$ cat src/rtl/bcd_alu_sequencer.sv
`default_nettype none
// ============================================================================
// Module   : bcd_alu_sequencer
// Purpose  : Multi-cycle packed-BCD arithmetic engine. Runs add, subtract,
//            multiply (repeated addition) and divide (repeated subtraction)
//            through one shared digit-serial BCD adder, one digit per cycle.
// Ports    : clock       - system clock, rising edge
//            resetn      - asynchronous active-low reset
//            start       - one-cycle execute strobe, sampled in IDLE only
//            op_code     - 00 add, 01 subtract, 10 multiply, 11 divide
//            a_bcd/b_bcd - packed-BCD operands, digit 0 in bits [3:0]
//            busy        - high whenever the engine is not IDLE
//            done        - one-cycle completion pulse (DONE state)
//            result_bcd  - packed-BCD result magnitude, held until next DONE
//            negative    - subtract result is negative
//            overflow    - add/multiply result exceeded 10^DIGITS-1
//            error       - divide by zero
// Revision : 1.0 - initial release
// ============================================================================
module bcd_alu_sequencer #(
   parameter int DIGITS = 3
) (
   input  logic                  clock,
   input  logic                  resetn,
   input  logic                  start,
   input  logic [1:0]            op_code,
   input  logic [4*DIGITS-1:0]   a_bcd,
   input  logic [4*DIGITS-1:0]   b_bcd,
   output logic                  busy,
   output logic                  done,
   output logic [4*DIGITS-1:0]   result_bcd,
   output logic                  negative,
   output logic                  overflow,
   output logic                  error
);

   localparam int c_W     = 4 * DIGITS;
   localparam int c_IDX_W = (DIGITS > 1) ? $clog2(DIGITS) : 1;

   localparam logic [c_IDX_W-1:0] c_LAST_IDX = c_IDX_W'(DIGITS - 1);
   localparam logic [c_W-1:0]     c_ALL9     = {DIGITS{4'h9}};

   localparam logic [1:0] c_OP_ADD = 2'b00;
   localparam logic [1:0] c_OP_SUB = 2'b01;
   localparam logic [1:0] c_OP_MUL = 2'b10;
   localparam logic [1:0] c_OP_DIV = 2'b11;

   localparam logic [2:0] c_S_IDLE = 3'd0;
   localparam logic [2:0] c_S_LOAD = 3'd1;
   localparam logic [2:0] c_S_CMP  = 3'd2;
   localparam logic [2:0] c_S_DIG  = 3'd3;
   localparam logic [2:0] c_S_DEC  = 3'd4;
   localparam logic [2:0] c_S_DONE = 3'd5;

   // BCD increment / decrement by one, ripple across all digits.
   function automatic logic [c_W-1:0] bcd_inc(input logic [c_W-1:0] v);
      logic [c_W-1:0] r;
      logic           c;
      r = v;
      c = 1'b1;
      for (int i = 0; i < DIGITS; i++) begin
         if (c) begin
            if (r[i*4 +: 4] == 4'd9) begin
               r[i*4 +: 4] = 4'd0;
            end else begin
               r[i*4 +: 4] = r[i*4 +: 4] + 4'd1;
               c = 1'b0;
            end
         end
      end
      return r;
   endfunction

   function automatic logic [c_W-1:0] bcd_dec(input logic [c_W-1:0] v);
      logic [c_W-1:0] r;
      logic           b;
      r = v;
      b = 1'b1;
      for (int i = 0; i < DIGITS; i++) begin
         if (b) begin
            if (r[i*4 +: 4] == 4'd0) begin
               r[i*4 +: 4] = 4'd9;
            end else begin
               r[i*4 +: 4] = r[i*4 +: 4] - 4'd1;
               b = 1'b0;
            end
         end
      end
      return r;
   endfunction

   // ------------------------------------------------------------------------
   // Registers
   // ------------------------------------------------------------------------
   logic [2:0]          r_state;
   logic [2:0]          w_next;
   logic [1:0]          r_op;
   logic [c_W-1:0]      r_a;
   logic [c_W-1:0]      r_b;
   logic [c_W-1:0]      r_acc;     // accumulator / remainder, rotates during DIG
   logic [c_W-1:0]      r_opnd;    // addend / subtrahend, rotates during DIG
   logic [c_W-1:0]      r_cnt;     // multiply count-down or divide quotient
   logic                r_sub;     // adder runs in 9's-complement subtract mode
   logic                r_neg;     // subtract operands were swapped (A < B)
   logic                r_carry;   // digit-to-digit carry within a pass
   logic [c_IDX_W-1:0]  r_didx;
   logic [c_W-1:0]      r_result;
   logic                r_negative;
   logic                r_overflow;
   logic                r_error;

   // ------------------------------------------------------------------------
   // Digit-serial adder: always works on digit 0 of the rotating registers
   // ------------------------------------------------------------------------
   logic [3:0]      w_acc_d;
   logic [3:0]      w_opnd_d;
   logic            w_cin;
   logic [4:0]      w_sum;
   logic            w_gt9;
   logic [3:0]      w_dsum;
   logic            w_last;
   logic [c_W-1:0]  w_acc_rot;
   logic [c_W-1:0]  w_opnd_rot;
   logic [c_W-1:0]  w_cnt_dec;

   assign w_acc_d  = r_acc[3:0];
   assign w_opnd_d = r_sub ? (4'd9 - r_opnd[3:0]) : r_opnd[3:0];
   // In subtract mode the +1 of the 10's complement enters as digit-0 carry.
   assign w_cin    = (r_didx == '0) ? r_sub : r_carry;
   assign w_sum    = {1'b0, w_acc_d} + {1'b0, w_opnd_d} + {4'd0, w_cin};
   assign w_gt9    = (w_sum > 5'd9);
   // 4-bit wrap of (sum + 6) yields the corrected digit for sums 10..19.
   assign w_dsum   = w_gt9 ? (w_sum[3:0] + 4'd6) : w_sum[3:0];
   assign w_last   = (r_didx == c_LAST_IDX);
   assign w_cnt_dec = bcd_dec(r_cnt);

   // Result digit enters at the top; after DIGITS cycles both registers are
   // back in their natural alignment.
   generate
      if (DIGITS == 1) begin : g_rot_single
         assign w_acc_rot  = w_dsum;
         assign w_opnd_rot = r_opnd;
      end else begin : g_rot_multi
         assign w_acc_rot  = {w_dsum, r_acc[c_W-1:4]};
         assign w_opnd_rot = {r_opnd[3:0], r_opnd[c_W-1:4]};
      end
   endgenerate

   // ------------------------------------------------------------------------
   // FSM: state register
   // ------------------------------------------------------------------------
   always_ff @(posedge clock or negedge resetn) begin
      if (!resetn) begin
         r_state <= c_S_IDLE;
      end else begin
         r_state <= w_next;
      end
   end

   // ------------------------------------------------------------------------
   // FSM: next-state logic
   // ------------------------------------------------------------------------
   always_comb begin
      w_next = r_state;
      case (r_state)
         c_S_IDLE: begin
            if (start) w_next = c_S_LOAD;
         end
         c_S_LOAD: begin
            case (r_op)
               c_OP_MUL: w_next = (r_b == '0) ? c_S_DONE : c_S_DIG;
               c_OP_DIV: w_next = (r_b == '0) ? c_S_DONE : c_S_CMP;
               default:  w_next = c_S_DIG;
            endcase
         end
         c_S_CMP: begin
            w_next = (r_acc >= r_opnd) ? c_S_DIG : c_S_DONE;
         end
         c_S_DIG: begin
            if (w_last) begin
               case (r_op)
                  c_OP_MUL: w_next = w_gt9 ? c_S_DONE : c_S_DEC;
                  c_OP_DIV: w_next = c_S_CMP;
                  default:  w_next = c_S_DONE;
               endcase
            end
         end
         c_S_DEC: begin
            w_next = (w_cnt_dec == '0) ? c_S_DONE : c_S_DIG;
         end
         c_S_DONE: begin
            w_next = c_S_IDLE;
         end
         default: begin
            w_next = c_S_IDLE;
         end
      endcase
   end

   // ------------------------------------------------------------------------
   // FSM: outputs
   // ------------------------------------------------------------------------
   always_comb begin
      busy = (r_state != c_S_IDLE);
      done = (r_state == c_S_DONE);
   end

   // Result and flags to capture, selected by the state that leads to DONE.
   logic [c_W-1:0]  w_res;
   logic            w_neg;
   logic            w_ovf;
   logic            w_err;
   logic            w_enter_done;

   assign w_enter_done = (r_state != c_S_DONE) && (w_next == c_S_DONE);

   always_comb begin
      w_res = '0;
      w_neg = 1'b0;
      w_ovf = 1'b0;
      w_err = 1'b0;
      case (r_state)
         c_S_LOAD: begin
            // Only a zero-count multiply or divide-by-zero finishes here.
            w_err = (r_op == c_OP_DIV);
         end
         c_S_DIG: begin
            if (r_op == c_OP_MUL) begin
               // Multiply leaves DIG for DONE only on a top-digit carry.
               w_res = c_ALL9;
               w_ovf = 1'b1;
            end else begin
               w_res = w_acc_rot;
               w_ovf = (r_op == c_OP_ADD) && w_gt9;
               w_neg = (r_op == c_OP_SUB) && r_neg;
            end
         end
         c_S_DEC: begin
            w_res = r_acc;
         end
         c_S_CMP: begin
            w_res = r_cnt;
         end
         default: begin
            w_res = '0;
         end
      endcase
   end

   // ------------------------------------------------------------------------
   // Datapath
   // ------------------------------------------------------------------------
   always_ff @(posedge clock or negedge resetn) begin
      if (!resetn) begin
         r_op       <= 2'b00;
         r_a        <= '0;
         r_b        <= '0;
         r_acc      <= '0;
         r_opnd     <= '0;
         r_cnt      <= '0;
         r_sub      <= 1'b0;
         r_neg      <= 1'b0;
         r_carry    <= 1'b0;
         r_didx     <= '0;
         r_result   <= '0;
         r_negative <= 1'b0;
         r_overflow <= 1'b0;
         r_error    <= 1'b0;
      end else begin
         case (r_state)
            c_S_IDLE: begin
               if (start) begin
                  r_op <= op_code;
                  r_a  <= a_bcd;
                  r_b  <= b_bcd;
               end
            end
            c_S_LOAD: begin
               r_didx  <= '0;
               r_carry <= 1'b0;
               r_neg   <= 1'b0;
               case (r_op)
                  c_OP_ADD: begin
                     r_acc  <= r_a;
                     r_opnd <= r_b;
                     r_sub  <= 1'b0;
                  end
                  c_OP_SUB: begin
                     // Packed BCD orders like an unsigned vector.
                     r_sub <= 1'b1;
                     if (r_a < r_b) begin
                        r_acc  <= r_b;
                        r_opnd <= r_a;
                        r_neg  <= 1'b1;
                     end else begin
                        r_acc  <= r_a;
                        r_opnd <= r_b;
                     end
                  end
                  c_OP_MUL: begin
                     r_acc  <= '0;
                     r_opnd <= r_a;
                     r_cnt  <= r_b;
                     r_sub  <= 1'b0;
                  end
                  default: begin
                     r_acc  <= r_a;
                     r_opnd <= r_b;
                     r_cnt  <= '0;
                     r_sub  <= 1'b1;
                  end
               endcase
            end
            c_S_DIG: begin
               r_acc   <= w_acc_rot;
               r_opnd  <= w_opnd_rot;
               r_carry <= w_gt9;
               if (w_last) begin
                  r_didx <= '0;
                  if (r_op == c_OP_DIV) r_cnt <= bcd_inc(r_cnt);
               end else begin
                  r_didx <= r_didx + c_IDX_W'(1);
               end
            end
            c_S_DEC: begin
               r_cnt <= w_cnt_dec;
            end
            default: begin
               r_didx <= r_didx;
            end
         endcase

         if (w_enter_done) begin
            r_result   <= w_res;
            r_negative <= w_neg;
            r_overflow <= w_ovf;
            r_error    <= w_err;
         end
      end
   end

   assign result_bcd = r_result;
   assign negative   = r_negative;
   assign overflow   = r_overflow;
   assign error      = r_error;

endmodule
`default_nettype wire

$ cat config.mk
export PLATFORM = sky130hd
export DESIGN_NAME = bcd_alu_sequencer
export DESIGN_NICKNAME = d
export VERILOG_FILES = /design/src/rtl/bcd_alu_sequencer.sv
export SDC_FILE = /design/constraint.sdc
export NUM_CORES = 1
export LEC_CHECK = 0
export CAP_MARGIN = 30
export CORE_MARGIN = 10
export CORE_UTILIZATION = 35
export CTS_BUF_LIST = sky130_fd_sc_hd__clkbuf_4 sky130_fd_sc_hd__clkbuf_8
export DETAILED_ROUTE_END_ITERATION = 16
export GPL_TIMING_DRIVEN = 0
export HOLD_SLACK_MARGIN = 0.03
export PLACE_DENSITY = 0.51
export RECOVER_POWER = 50
export SLEW_MARGIN = 20
export SYNTH_ARGS = -nofsm -noshare
export SYNTH_HDL_FRONTEND = slang
export SYNTH_SLANG_ARGS = --single-unit
$ cat constraint.sdc
create_clock -name clock -period 4.5 [get_ports clock]
set_input_delay 0.45 -clock clock [delete_from_list [all_inputs] [get_ports clock]]
set_output_delay 0.45 -clock clock [all_outputs]
set_load 0.01 [all_outputs]
==> results of run 1 <==
[area by class of cell]
type                    count  area [sq um]  area share, %
plain buffers              44           198           2.87
clock buffers              11           139           2.02
clock inverters             4          97.6           1.42
inverters                  46           173           2.51
multi-input cells         509          3410           49.6
flip-flops and latches     85          2130           30.9
well taps                 220           275           4.00
repair buffers             47           459           6.67
[synth_stat cells, types with 3 or more instances]
cell type  count
o22ai_1       16
nand2b_1       7
dfrtp_1       85
and2_1         3
nor3_1        12
nand2_1       85
mux2i_1        5
a22o_1         4
nor3b_1        3
a31oi_1       13
o211ai_1      15
o21ai_0       57
inv_1         45
o31ai_1        4
a2bb2oi_1     10
and3_1         5
xnor2_1        6
a221o_1        4
a211oi_1       4
a21oi_1       40
nor4_1         4
clkbuf_1      38
nand3_1       10
nor2b_1        8
a222oi_1       5
ha_1          42
o221ai_1      12
o22a_1         6
a221oi_1      13
nand4_1        8
mux2_2        17
a32oi_1        3
nor2_1        50
[flip-flops by register name (all words and copies together) (netlist names)]
name,count
r_a,12
r_didx,2
r_state,3
r_acc,12
overflow,1
r_b,12
result_bcd,12
r_sub,1
r_neg,1
r_op,2
r_carry,1
negative,1
error,1
r_opnd,12
r_cnt,12
[kinds of logic (layout without fill, tap and decap cells)]
logic type,after synthesis,count (layout)
flip-flops,85,85
adder cells (fa/ha/maj),44,44
multiplexers,24,24
XOR/XNOR,7,7
AND/OR/NAND/NOR,205,205
buffers and inverters,90,152
AO/OA/AOI/OAI,229,229
[stage by stage]
step                hold slack (ns)  setup WS, ns
detailed placement            0.389         0.740
CTS                           0.496         0.714
finish                        0.495         0.664
global route                  0.532         0.474
global placement              0.470        -0.368
floorplan                     0.154          1.24
[timing repair]
item	CTS	global route
setup buffers	0	0
hold endpoints to repair	36	0
hold buffers	1	0
[critical path, cell delays in order, from the launching register on]
cell and delay, ns:
dfrtp_1 0.40, nor2_1 0.17, mux2_2 0.37, fa_1 0.41, fa_1 0.43, a21o_1 0.18, a21oi_1 0.31, nand4_1 0.12
o21ba_2 0.27, o31a_1 0.36, clkinv_1 0.37, nand4_1 0.25, o22ai_1 0.10
[worst min-delay path by stage]
stage	start	to	slack, ns	depth (start not counted)
6_report	r_neg	r_neg	0.50	2
5_1_grt	result_bcd[6]	result_bcd[6]	0.53	1
4_1_cts	r_neg	r_neg	0.50	2
3_5_place_dp	resetn	result_bcd[4]	0.39	1
3_3_place_gp	r_neg	r_neg	0.47	2
2_1_floorplan	resetn	error	0.15	0
[metal layers]
layer  track usage [%]  part of all wire, %  vias to the layer above
li1                  -                    -                     2630
met1              26.1                   46                     2747
met2              29.9                   46                      215
met3              2.87                  5.8                       28
met4              7.14                  2.6                        0
met5                 0                    0                        -
==> qor.txt, run 1 <==
critical path endpoint category - flip-flop
diode count - 0
Starting Density - 35.6%
Skew-Pair Late Insertion Delay - 0.38 ns
Syn Area/Cell - 8.64 sq um
Fmax - 261 MHz
GRT Total Usage - 19.2%
Slew @ Worst Pin - 2.09 ns
Reg2Reg Setup Slack - 0.66 ns
row cnt - 47
die width - 150 um
complex-gate fraction of the synthesized area - 26.3%
post-synth top area share - 36.0%
asr flop ratio synth - 100%
Rel. slew slack - -39.7%
vias in the first global route - 5638
flops & latches, synth - 85
# nets final - 815
sequential area share after synthesis - 36.0%
layout cells sized above 1 - 6.84%
failing checks - max-capacitance violations, max-slew violations
gr ovfl total - 0
Sink Count - 85
CTS tree - built
post-synthesis mux area share - 4.59%
Die Y - 150 um
top post-synthesis cells by area - dfrtp_1 (36%), ha_1 (8.9%), nand2_1 (5.4%), o21ai_0 (4.8%), a21oi_1 (3.4%)
Setup Total Neg Slack - 0 ns
Vias/cell - 5.82
core area - 16600 sq um
cts repair resizes - 0
gp weighted congestion - 0.927
post-place instance area - 6670 sq um
die area - 22500 sq um
worst setup path end - negative
Yosys cell types - 66
Mapped Cells - 684
largest family of logic cells by synthesized area - compound AO/OA/AOI/OAI gates
dominant cell type by area after synthesis - dfrtp_1
number of antenna violations at the first check in global routing - 0
drt total wl - 21200 um
Setup crit start - r_didx[1]
Data arrival, critical path - 4.10 ns
io pins - 46
Worst Setup Start Kind - flip-flop
Port Buffer Count - 45
YS warnings - 0
routed wire length per instance - 21.9 um
crit path time final - 3.84 ns
Setup CP Type - reg -> reg
most frequent cells in the layout - nand2_1 (85), dfrtp_1 (85), o21ai_0 (57)
CTS Buffer Depth - 2
Clock transition at path regs - 0.09 ns
Synth Area in XOR/XNOR - 1.04%
maximum net fanout on the critical path - 8
Tcrit/Tclk final - 85.3%
layout filler cell count - 1741
Hold Path Class - reg -> reg
outcome - complete, but fails checks
1st-pass router iterations - 6
Worst Reg2Reg Path Length in Cells - 12
Final HPWL DP - 16200 um
Via Count - 5620
Final Instance Area - 6880 sq um
post-layout util - 41.5%
Max Slew Vio Count - 38
Crit path required time - 4.77 ns
Max Cap Viol - 1
Simple-Gate Fraction of Synth Area - 16.2%
DRC viols - 0
CTS Root Cell - clkbuf_8
r2r endpoint - negative
Final setup viols - 0
final std cells w/o fill - 966
RSZ-0062 raised after global routing - false
Hold Fails Final Rpt - 0
Mapped Area - 5910 sq um
Post-synth EDFFs - 0
Post-Synth Adder-Cell Area - 9.57%
first-pass GRT wire length - 33500 um
H-tree Lvls - 3
total CTS buffers - 9
r2r startpoint - r_didx[1]
Syn Nets - 757
Post-DRT Antenna Nets - 0
top_reg_cell synth - dfrtp_1
dpl cells - 950
Setup Skew - 0.00867 ns
1st-iter DRT viols - 628
largest net degree at the start of global routing - 50
area grow syn2layout - 16.4%
Power of run 1 is left out: the tool's default activity adds up to more than one toggle a clock period on the data nets, which glitch-free logic cannot reach.
==> run 2, diff against run 1 <==
Settings changed: SLEW_MARGIN 20 to 40.
==> run 2 against run 1 <==
Via count decreased by 0.14%. Final cell count unchanged. Routed wire length about the same. The flow still finishes with violations (max-capacitance violations, max-slew violations). Flip-flop and latch count unchanged. Register-to-register slack improved by 0.05 ns. Worst hold slack improved by 0.0037 ns. Critical endpoint unchanged. Setup slack improved by 0.048 ns. Core utilization about the same. First-iteration DRC count decreased by 1.6%. Design area about the same.
==> qor.txt, run 2 (synthesis results as in run 1) <==
outcome - complete, but fails checks
failing checks - max-capacitance violations, max-slew violations
gp weighted congestion - 0.927
crit-path cells - nor2_1, mux2_2, fa_1, fa_1, a21o_1, a21oi_1, nand4_1, o21ba_2, o31a_1, clkinv_1, nand4_1, o22ai_1
Rel. slew slack - -38.8%
maximum net fanout on the critical path - 8
1st-pass router iterations - 8
drt total wl - 21200 um
slowest CP cell - fa_1
hold_ws - 0.499 ns
die width - 150 um
routed wire length per instance - 21.9 um
Post-DRT Antenna Nets - 0
dpl cells - 950
Clock transition at path regs - 0.09 ns
DRC viols - 0
Final Instance Area - 6890 sq um
most frequent cells in the layout - nand2_1 (85), dfrtp_1 (85), o21ai_0 (57)
largest net degree at the start of global routing - 50
Setup CP Type - reg -> reg
first-pass GRT wire length - 33400 um
vias in the first global route - 5621
RSZ-0062 raised after global routing - false
Vias/cell - 5.81
CTS Root Cell - clkbuf_8
total CTS buffers - 9
diode count - 0
crit path time final - 3.79 ns
Via Count - 5612
Data arrival, critical path - 4.06 ns
Crit path required time - 4.77 ns
1st-iter DRT viols - 618
Slew @ Worst Pin - 2.08 ns
Fmax - 264 MHz
cts repair resizes - 0
final std cells w/o fill - 966
Port Buffer Count - 45
post-place instance area - 6670 sq um
Setup Skew - 0.00855 ns
Sink Count - 85
number of antenna violations at the first check in global routing - 0
critical path endpoint category - flip-flop
Setup Total Neg Slack - 0 ns
Skew-Pair Late Insertion Delay - 0.38 ns
Max Slew Vio Count - 38
io pins - 46
Final setup viols - 0
Hold Path Class - reg -> reg
Hold Fails Final Rpt - 0
core area - 16600 sq um
gr ovfl total - 0
Max Cap Viol - 1
GRT Total Usage - 19.1%
Tcrit/Tclk final - 84.2%
CTS Buffer Depth - 2
Worst Setup Start Kind - flip-flop
Final HPWL DP - 16200 um
H-tree Lvls - 3
CTS tree - built
layout cells sized above 1 - 6.97%
die area - 22500 sq um
area grow syn2layout - 16.5%
Crit path largest cell delay - 0.43 ns
Die Y - 150 um
Starting Density - 35.6%
# nets final - 815
row cnt - 47
==> run 2: cell count changes in the layout (fill, tap and decap cells not counted) <==
cell	change
nor3_2	+1
nor3_1	-1
==> run 2: critical path, delay by kind of cell (launching register included) <==
kind / cells / cell delay, ns
flip-flops: 1 / 0.42
buffers and inverters: 1 / 0.35
AND/OR/NAND/NOR: 3 / 0.53
AO/OA/AOI/OAI: 5 / 1.18
multiplexers: 1 / 0.37
adder cells (fa/ha/maj): 2 / 0.83
==> run 2: final timing paths <==
path,start,end,slack [ns],cells past startpoint
setup / recovery,r_didx[1],negative,0.71,12
hold / removal,r_neg,r_neg,0.50,2
setup reg to reg,r_didx[1],negative,0.71,12
hold reg to reg,r_neg,r_neg,0.50,2
max in group asynchronous,resetn,r_b[3],1.11,3
min in group asynchronous,resetn,r_cnt[5],1.20,2
==> run 2: through the flow <==
step	util (%)	setup slack, ns
finish	41.5	0.712
global route	41.5	0.477
CTS	41.7	0.723
detailed placement	40.2	0.753
global placement	40.0	-0.368
floorplan	-	1.24
==> run 2: what timing repair did <==
action                                 in CTS  in global routing
setup buffers                               0                  0
endpoints found under the hold margin      36                  0
hold buffers                                1                  0
==> run 2: cell type report <==
type                    instances  area [sq um]
clock buffers                  11           139
plain buffers                  44           198
flip-flops and latches         85          2130
clock inverters                 4          97.6
repair buffers                 47           459
fillers                      1713          9700
multi-input cells             509          3420
well taps                     220           275
inverters                      46           173
==> run 2: per-layer routing <==
layer | routed length, um | up-vias | GRT usage [%]
met3 | 1240 | 30 | 2.81
met1 | 9760 | 2741 | 26.5
met4 | 577 | 0 | 7.00
li1 | - | 2636 | -
met5 | 0 | - | 0
met2 | 9590 | 205 | 29.5
Power of run 2 is left out for the same reason.
==> run 3, diff against run 2 <==
Settings changed: PLACE_DENSITY 0.51 to 0.53.
Clock period 4.5 ns to 3.3 ns, I/O delays scaled along.
==> run 3 against run 2 <==
The flow still finishes with violations (max-capacitance violations, max-slew violations). Clock skew rose by 0.0032 ns. Register-to-register slack got worse by 0.67 ns. Via count rose by 1.6%. Setup slack got worse by 0.67 ns. Clock-buffer cell count rose by 1. Critical path depth did not move. Sequential share of layout area fell by 0.50 points. Design area rose by 1.6%. Fmax rose by 16%. Flip-flop and latch count did not move. Critical path type unchanged.
==> qor.txt, run 3 (synthesis results as in run 1) <==
Clock transition at path regs - 0.08 ns
routed wire length per instance - 21.4 um
failing checks - max-capacitance violations, max-slew violations
area grow syn2layout - 18.4%
most frequent cells in the layout - dfrtp_1 (85), nand2_1 (84), o21ai_0 (55)
Starting Density - 35.6%
top sig layer - met4
post-layout util - 42.2%
routed length on met1 - 9650 um
1st-iter DRT viols - 657
number of antenna violations at the first check in global routing - 0
core area - 16600 sq um
Crit path largest cell delay - 0.41 ns
gr ovfl total - 0
vias in the first global route - 5546
dpl ws - -0.351 ns
GRT Total Usage - 18.7%
Die Y - 150 um
post-route setup slack - 0.0395 ns
Post-DRT Antenna Nets - 0
Crit path required time - 3.56 ns
CTS tree - built
Setup Skew - 0.0118 ns
RSZ-0062 raised after global routing - true
Via Count - 5700
crit path time final - 3.26 ns
first-pass GRT wire length - 32700 um
layout cells sized above 1 - 9.84%
commonest non-fill, non-tap cell in the layout - dfrtp_1
Fmax - 307 MHz
Final HPWL DP - 15900 um
1st-pass router iterations - 6
Tcrit/Tclk final - 98.8%
CTS Buffer Depth - 2
die area - 22500 sq um
Sink Count - 85
Vias/cell - 5.86
Slew @ Worst Pin - 2.19 ns
Skew-Pair Late Insertion Delay - 0.37 ns
crit-path cells - nor2_2, mux2_4, fa_2, fa_2, a21o_1, a21oi_2, nand4_1, o21ba_4, o31a_1, nor2_8, buf_12, mux2_4
die width - 150 um
gp weighted congestion - 0.949
row cnt - 47
H-tree Lvls - 3
slowest CP cell - dfrtp_1
Hold Path Class - reg -> reg
CTS Root Cell - clkbuf_8
io pins - 46
Final setup viols - 0
Hold Fails Final Rpt - 0
Port Buffer Count - 45
maximum net fanout on the critical path - 6
# nets final - 821
largest net degree at the start of global routing - 49
Max Cap Viol - 1
DRC viols - 0
drt total wl - 20800 um
Setup Total Neg Slack - 0 ns
Worst Setup Start Kind - flip-flop
outcome - complete, but fails checks
Data arrival, critical path - 3.52 ns
Rel. slew slack - -46.3%
met2 wire len - 9270 um
critical path endpoint category - flip-flop
Max Slew Vio Count - 38
diode count - 0
WL met3 - 1270 um
total CTS buffers - 9
Setup CP Type - reg -> reg
[run 3: cell count changes in the layout (fill, tap and decap cells not counted), sizes merged]
| cell | change |
|---|---|
| dlygate4sd3 | -2 |
| bufinv | -3 |
| buf | +7 |
| inv | +1 |
| clkinvlp | +1 |
| clkdlybuf4s50 | +2 |
[run 3: cell type report]
class / count / area [sq um]
fill: 1706 / 9580
tap: 220 / 275
buffer: 43 / 195
timing repair buffer: 54 / 552
inverter: 46 / 178
multi-input combinational: 509 / 3490
clock inverter: 3 / 20.0
sequential: 85 / 2130
clock buffer: 12 / 165
[run 3: worst paths after layout]
check | from | to | slack (ns) | depth (start not counted)
min reg2reg | r_neg | r_neg | 0.50 | 2
max reg2reg | r_didx[1] | result_bcd[10] | 0.04 | 12
min in group asynchronous | resetn | r_cnt[2] | 1.14 | 2
max | r_didx[1] | result_bcd[10] | 0.04 | 12
min | r_neg | r_neg | 0.50 | 2
max in group asynchronous | resetn | r_b[3] | 0.90 | 2
[run 3: routing by layer]
metal,vias up,global-route usage [%]
li1,2648,-
met1,2764,25.6
met2,243,28.9
met3,45,3.35
met4,0,6.85
met5,-,0
[run 3: worst max-delay path, delay by kind of cell, from the launching register on]
family	cells	cell delay, ns
compound gates	4	0.89
fa+ha+maj	2	0.74
buf+inv	1	0.14
flops	1	0.41
mux	2	0.60
simple gates	3	0.36
[run 3: stage by stage]
stage	cell area, sq um	hold slack (ns)	cells
2_1_floorplan	5910	0.0344	684
3_3_place_gp	6640	0.477	949
3_5_place_dp	6670	0.263	950
4_1_cts	6920	0.430	970
5_1_grt	7000	0.531	972
6_report	7000	0.499	972
[run 3: what timing repair did]
item                                   4_1_cts  5_1_grt
pin swaps                                    3        0
endpoints found under the hold margin       37        0
hold buffers                                 1        0
resized for setup                           10       12
setup buffers                                4        2
setup endpoints to repair                   16       15
gates cloned                                 0        1
Power of run 3 is left out for the same reason.
